--- src/rtl/alu_op_sequencer.sv ---
// Operation sequencer that sweeps enabled ALU select codes across a fixed operand table.
// It supports dwell timing, pause/single-step, abort and mask-error reporting.
module alu_op_sequencer #(
  parameter int unsigned DWELL = 1,
  parameter int unsigned NVEC  = 4
) (
  input  logic               clk_sel,
  input  logic               rst_n,
  input  logic               start,
  input  logic               abort,
  input  logic               pause,
  input  logic               step,
  input  logic [15:0]        op_mask,
  output logic signed [3:0]  a,
  output logic signed [3:0]  b,
  output logic [3:0]         sel,
  output logic [1:0]         vec_idx,
  output logic               op_valid,
  output logic               busy,
  output logic               done,
  output logic               mask_err,
  output logic [7:0]         op_count
);

  typedef enum logic [1:0] {StIdle, StRun, StPause, StDone} state_e;

  state_e            state_q, state_d;
  logic              start_q;
  logic [7:0]        dwell_q, dwell_d;
  logic [3:0]        sel_q, sel_d;
  logic [1:0]        vec_q, vec_d;
  logic              op_valid_q, op_valid_d;
  logic              mask_err_q, mask_err_d;
  logic [7:0]        op_count_q, op_count_d;
  logic signed [3:0] a_q, a_d, b_q, b_d;
  logic              busy_q, busy_d, done_q, done_d;

  logic       start_rise, has_en, has_higher, wrap_last, dwell_hit;
  logic [3:0] lowest_en, higher_en;
  logic       launch_ok, launch_bad, advance;

  assign start_rise = start & ~start_q;
  assign wrap_last  = (32'(vec_q) >= NVEC - 1);
  assign dwell_hit  = (32'(dwell_q) >= DWELL - 1);
  assign has_en     = |op_mask;

  // Descending scan: the last hit written is the lowest qualifying index.
  always_comb begin
    lowest_en  = 4'd0;
    higher_en  = 4'd0;
    has_higher = 1'b0;
    for (int i = 15; i >= 0; i--) begin
      if (op_mask[i]) begin
        lowest_en = 4'(i);
        if (4'(i) > sel_q) begin
          higher_en  = 4'(i);
          has_higher = 1'b1;
        end
      end
    end
  end

  // State register
  always_ff @(posedge clk_sel or negedge rst_n) begin
    if (!rst_n) begin
      state_q <= StIdle;
    end else begin
      state_q <= state_d;
    end
  end

  // Next-state logic; priority abort > launch > pause > step > dwell advance
  always_comb begin
    state_d    = state_q;
    launch_ok  = 1'b0;
    launch_bad = 1'b0;
    advance    = 1'b0;
    if (abort) begin
      state_d = StIdle;
    end else if ((state_q == StIdle || state_q == StDone) && start_rise) begin
      if (has_en) begin
        state_d   = StRun;
        launch_ok = 1'b1;
      end else begin
        state_d    = StIdle;
        launch_bad = 1'b1;
      end
    end else begin
      unique case (state_q)
        StRun: begin
          if (pause) begin
            state_d = StPause;
          end else if (dwell_hit) begin
            advance = 1'b1;
          end
        end
        StPause: begin
          if (!pause) begin
            state_d = StRun;
          end else if (step) begin
            advance = 1'b1;
          end
        end
        default: ;
      endcase
      if (advance && (!has_en || (!has_higher && wrap_last))) begin
        state_d = StDone;
      end
    end
  end

  // Output / datapath next values
  always_comb begin
    dwell_d    = dwell_q;
    sel_d      = sel_q;
    vec_d      = vec_q;
    op_valid_d = op_valid_q;
    mask_err_d = mask_err_q;
    op_count_d = op_count_q;
    if (abort) begin
      dwell_d    = 8'd0;
      sel_d      = 4'd0;
      vec_d      = 2'd0;
      op_valid_d = 1'b0;
    end else if (launch_ok) begin
      dwell_d    = 8'd0;
      sel_d      = lowest_en;
      vec_d      = 2'd0;
      op_valid_d = 1'b1;
      mask_err_d = 1'b0;
      op_count_d = 8'd1;
    end else if (launch_bad) begin
      dwell_d    = 8'd0;
      sel_d      = 4'd0;
      vec_d      = 2'd0;
      op_valid_d = 1'b0;
      mask_err_d = 1'b1;
    end else if (advance) begin
      dwell_d = 8'd0;
      if (!has_en) begin
        op_valid_d = 1'b0;
        mask_err_d = 1'b1;
      end else if (has_higher || !wrap_last) begin
        if (has_higher) begin
          sel_d = higher_en;
        end else begin
          sel_d = lowest_en;
          vec_d = vec_q + 2'd1;
        end
        op_valid_d = 1'b1;
        op_count_d = (op_count_q == 8'hFF) ? 8'hFF : op_count_q + 8'd1;
      end else begin
        // Terminal wrap: selection and operands stay on the last operation.
        op_valid_d = 1'b0;
      end
    end else if (state_q == StRun && !pause) begin
      dwell_d = dwell_q + 8'd1;
    end

    a_d = 4'b0000;
    b_d = 4'b0000;
    if (state_d != StIdle) begin
      unique case (vec_d)
        2'd0: begin a_d = 4'b0100; b_d = 4'b1000; end
        2'd1: begin a_d = 4'b0111; b_d = 4'b0111; end
        2'd2: begin a_d = 4'b1111; b_d = 4'b0001; end
        default: begin a_d = 4'b0000; b_d = 4'b1000; end
      endcase
    end
    busy_d = (state_d == StRun) || (state_d == StPause);
    done_d = (state_d == StDone);
  end

  always_ff @(posedge clk_sel or negedge rst_n) begin
    if (!rst_n) begin
      start_q    <= 1'b0;
      dwell_q    <= 8'd0;
      sel_q      <= 4'd0;
      vec_q      <= 2'd0;
      op_valid_q <= 1'b0;
      mask_err_q <= 1'b0;
      op_count_q <= 8'd0;
      a_q        <= 4'sd0;
      b_q        <= 4'sd0;
      busy_q     <= 1'b0;
      done_q     <= 1'b0;
    end else begin
      start_q    <= start;
      dwell_q    <= dwell_d;
      sel_q      <= sel_d;
      vec_q      <= vec_d;
      op_valid_q <= op_valid_d;
      mask_err_q <= mask_err_d;
      op_count_q <= op_count_d;
      a_q        <= a_d;
      b_q        <= b_d;
      busy_q     <= busy_d;
      done_q     <= done_d;
    end
  end

  assign a        = a_q;
  assign b        = b_q;
  assign sel      = sel_q;
  assign vec_idx  = vec_q;
  assign op_valid = op_valid_q;
  assign busy     = busy_q;
  assign done     = done_q;
  assign mask_err = mask_err_q;
  assign op_count = op_count_q;

endmodule

--- config.mk ---
export PLATFORM = sky130hd
export DESIGN_NAME = alu_op_sequencer
export DESIGN_NICKNAME = d
export VERILOG_FILES = /design/src/rtl/alu_op_sequencer.sv
export SDC_FILE = /design/constraint.sdc
export NUM_CORES = 1
export LEC_CHECK = 0
export CAP_MARGIN = 25
export CORE_MARGIN = 3
export CORE_UTILIZATION = 25
export CTS_CLUSTER_DIAMETER = 40
export CTS_CLUSTER_SIZE = 20
export DETAILED_ROUTE_END_ITERATION = 16
export GPL_TIMING_DRIVEN = 0
export PLACE_DENSITY = 0.57
export REMOVE_ABC_BUFFERS = 1
export SKIP_CTS_REPAIR_TIMING = 1
export SLEW_MARGIN = 10
export SYNTH_ARGS = -nofsm -noshare
export SYNTH_HDL_FRONTEND = slang
export SYNTH_SLANG_ARGS = --single-unit
--- constraint.sdc ---
create_clock -name clk_sel -period 4.1 [get_ports clk_sel]
set_clock_uncertainty 0.2 [all_clocks]
set_input_delay 0.41 -clock clk_sel [delete_from_list [all_inputs] [get_ports clk_sel]]
set_output_delay 0.41 -clock clk_sel [all_outputs]
set_load 0.03 [all_outputs]
==> flow_summary.ini <==
[timing]
finalCritPeriodShare = 0.730
worstMarginPinSlew_ps = 665
slew_viol_final = 0
fin_crit_ps = 2990
fmax_mhz = 334
rsz0062_at_grt = false
tns_ps = 0
whs_ps = 268
setup_viol = 0
slew_headroom = 0.552
final-hold-violation-count = 0

[run_status]
status = finished clean

[synth]
synthFlopType = dfrtp_1
synth_edf_count = 0
netlist_instances = 236
yosys_register_bits = 26
ys_warn_count = 0
synth-seq-area-share = 0.299
syn-mean-instance-area_um2 = 9.22
syn_area_um2 = 2180
synth_area_leader_cell = dfrtp_1
yosysUniqueCellTypes = 68
synth-async-reset-ratio = 1.00
synth_area_leaders = dfrtp_1 (30%), ha_1 (5.8%), nor2_1 (3.8%), a21oi_1 (2.5%), nand3_1 (2.3%)
yosysTopAreaCellShare = 0.299

[routing]
drt_first_pass_iters = 4
wl_per_cell_um = 15.2
drt_iter0_drc = 67
antenna_left = 0
viasPerCell = 5.24
vias = 2008
drc_errors = 0
finalWirelength_um = 5820

[clock_tree]
clk_latency_ps = 270
cts_made_buffers = 3
clk_path_buf_depth = 2
cts_root_buf = clkbuf_8
cts_max_level = 1
clkSinkCount = 26
cts_tree = yes
clk_pin_slew_worst_paths_ps = 90

[die]
fp-row-count = 33
die_y_um = 99.3
start_util = 0.261
ioPinCount = 48
core_um2 = 8340
die_w_um = 99.3
die_area_um2 = 9860

[pwr]
p_total_uw = 722
p_per_area_nw_per_um2 = 262
power.leakage_nw = 1.10
peakVddDrop_v = 0.000123

[critical_path]
crit_slowest_cell = dfrtp_1
worstPathArrival_ps = 2960
cp_cell_sequence = a21boi_0 > o22ai_4 > nand4_4 > nor3_1 > mux2i_1 > nand2b_1 > ha_1 > nor2b_1
rrSetupSlack_ps = 1110
crit_required_ps = 4070
cpPeakStageDelay_ps = 780
path_class = flop to flop
startpoint_type = flop
reg2reg_to = b[3]
r2r_cells = 8
cp-end-kind = flop
r2r_start = sel[3]
cp_max_fo = 18

[place]
gp_congestion = 0.883
port-buffer-count = 47
dpl.hpwl_um = 4460
dp.cells = 380

[final_layout]
diodes = 0
area_delta_synth_final_pct = 26.7
drive_gt1_frac = 0.104
stdcell_count = 383
fin_nets = 312

[grt]
grt.overflow.total = 0
grt_start_max_net_pins = 19
grt_pass1_wl_um = 9630
track_usage = 0.116
grt_pass1_vias = 1990
antenna_found_initial = 0

[worst_hold_path]
hold_class = input pin to async pin

[run]
drv_cap = 0
report_power, final:
group / internal, mW / leakage [nW] / switching (mW)
combinational: 0.112 / 0.731 / 0.145
clock: 0.0659 / 0.0216 / 0.0795
sequential: 0.272 / 0.347 / 0.0480
per-stage QoR:
| stage | utilization | instance area [um2] | setup WS, ps |
|---|---|---|---|
| after floorplan | - | 2100 | 1250 |
| after global placement | 0.324 | 2700 | 830 |
| after detailed placement | 0.326 | 2720 | 834 |
| after CTS | 0.330 | 2760 | 1050 |
| after global routing | 0.330 | 2760 | 885 |
| final | 0.330 | 2760 | 1110 |
cell usage in the layout (no fill, tap or decap), types with 4 or more instances in the layout:
| master | Yosys | routed |
|---|---|---|
| clkdlybuf4s50_1 | 0 | 47 |
| dfrtp_1 | 26 | 26 |
| nor2_1 | 22 | 22 |
| nand2_1 | 13 | 13 |
| inv_1 | 12 | 12 |
| a21oi_1 | 11 | 11 |
| nand3_1 | 10 | 10 |
| o21ai_0 | 10 | 10 |
| ha_1 | 10 | 10 |
| nand2b_1 | 7 | 7 |
| o31ai_1 | 6 | 6 |
| a21boi_0 | 5 | 5 |
| nor2b_1 | 5 | 5 |
| nor3_1 | 5 | 5 |
| and2_1 | 5 | 5 |
| a211oi_1 | 4 | 4 |
| a22oi_1 | 4 | 4 |
| and3_1 | 4 | 4 |
| o211ai_1 | 4 | 4 |
synthesized netlist by cell type, drive strengths merged (7+ instances only):
master / count
buf: 9
inv: 12
nand2: 14
dfrtp: 26
nand3: 10
nand2b: 7
nor2: 23
o21ai: 14
ha: 10
a21oi: 12
layer usage:
layer  vias up  wire (um)  share of wire  GRT usage
met5         -          0              0          0
met4         0         26         0.0045     0.0252
met3         2        336          0.058     0.0154
met2        62       2580           0.44      0.179
met1       968       2870           0.49      0.174
li1        976          -              -          -
cell families (layout without fill, tap and decap cells):
kind of cell,after synthesis,in the layout,synth area share
XOR/XNOR,1,1,0.00403
multiplexers,3,3,0.0144
buffers and inverters,21,63,0.0564
flip-flops,26,26,0.299
adder cells (fa/ha/maj),10,10,0.0575
AO/OA/AOI/OAI,80,80,0.300
AND/OR/NAND/NOR,95,95,0.269
worst max-delay path, delay by kind of cell, from the launching register on:
family	cells	cell delay, ps
adders and majority gates	1	240
muxes	1	260
and+or+nand+nor	4	850
AOI/OAI and AO/OA	2	570
DFF	1	780
state kept, by name, summed over array words and instances (netlist names):
register and flops:
op_count 8, busy 1, b 2, done 1, vec_idx 2, op_valid 1
start_q 1, a 3, state_q 2, mask_err 1, sel 4
worst max-delay path by stage:
stage,from,to,slack (ps),cells past startpoint
4_1_cts,sel[3],b[3],1050,8
3_3_place_gp,op_mask[13],b[3],830,8
5_1_grt,sel[3],b[3],890,8
2_1_floorplan,sel[3],b[3],1250,8
6_report,sel[3],b[3],1110,8
3_5_place_dp,op_mask[13],b[3],830,8
area by class of cell:
type,instances,area [um2]
clock buffers,3,41.3
fillers,876,5580
inverters,12,45.0
multi-input cells,189,1400
flip-flops and latches,26,651
well taps,105,131
repair buffers,48,485
(Power assumes the default switching activity.)
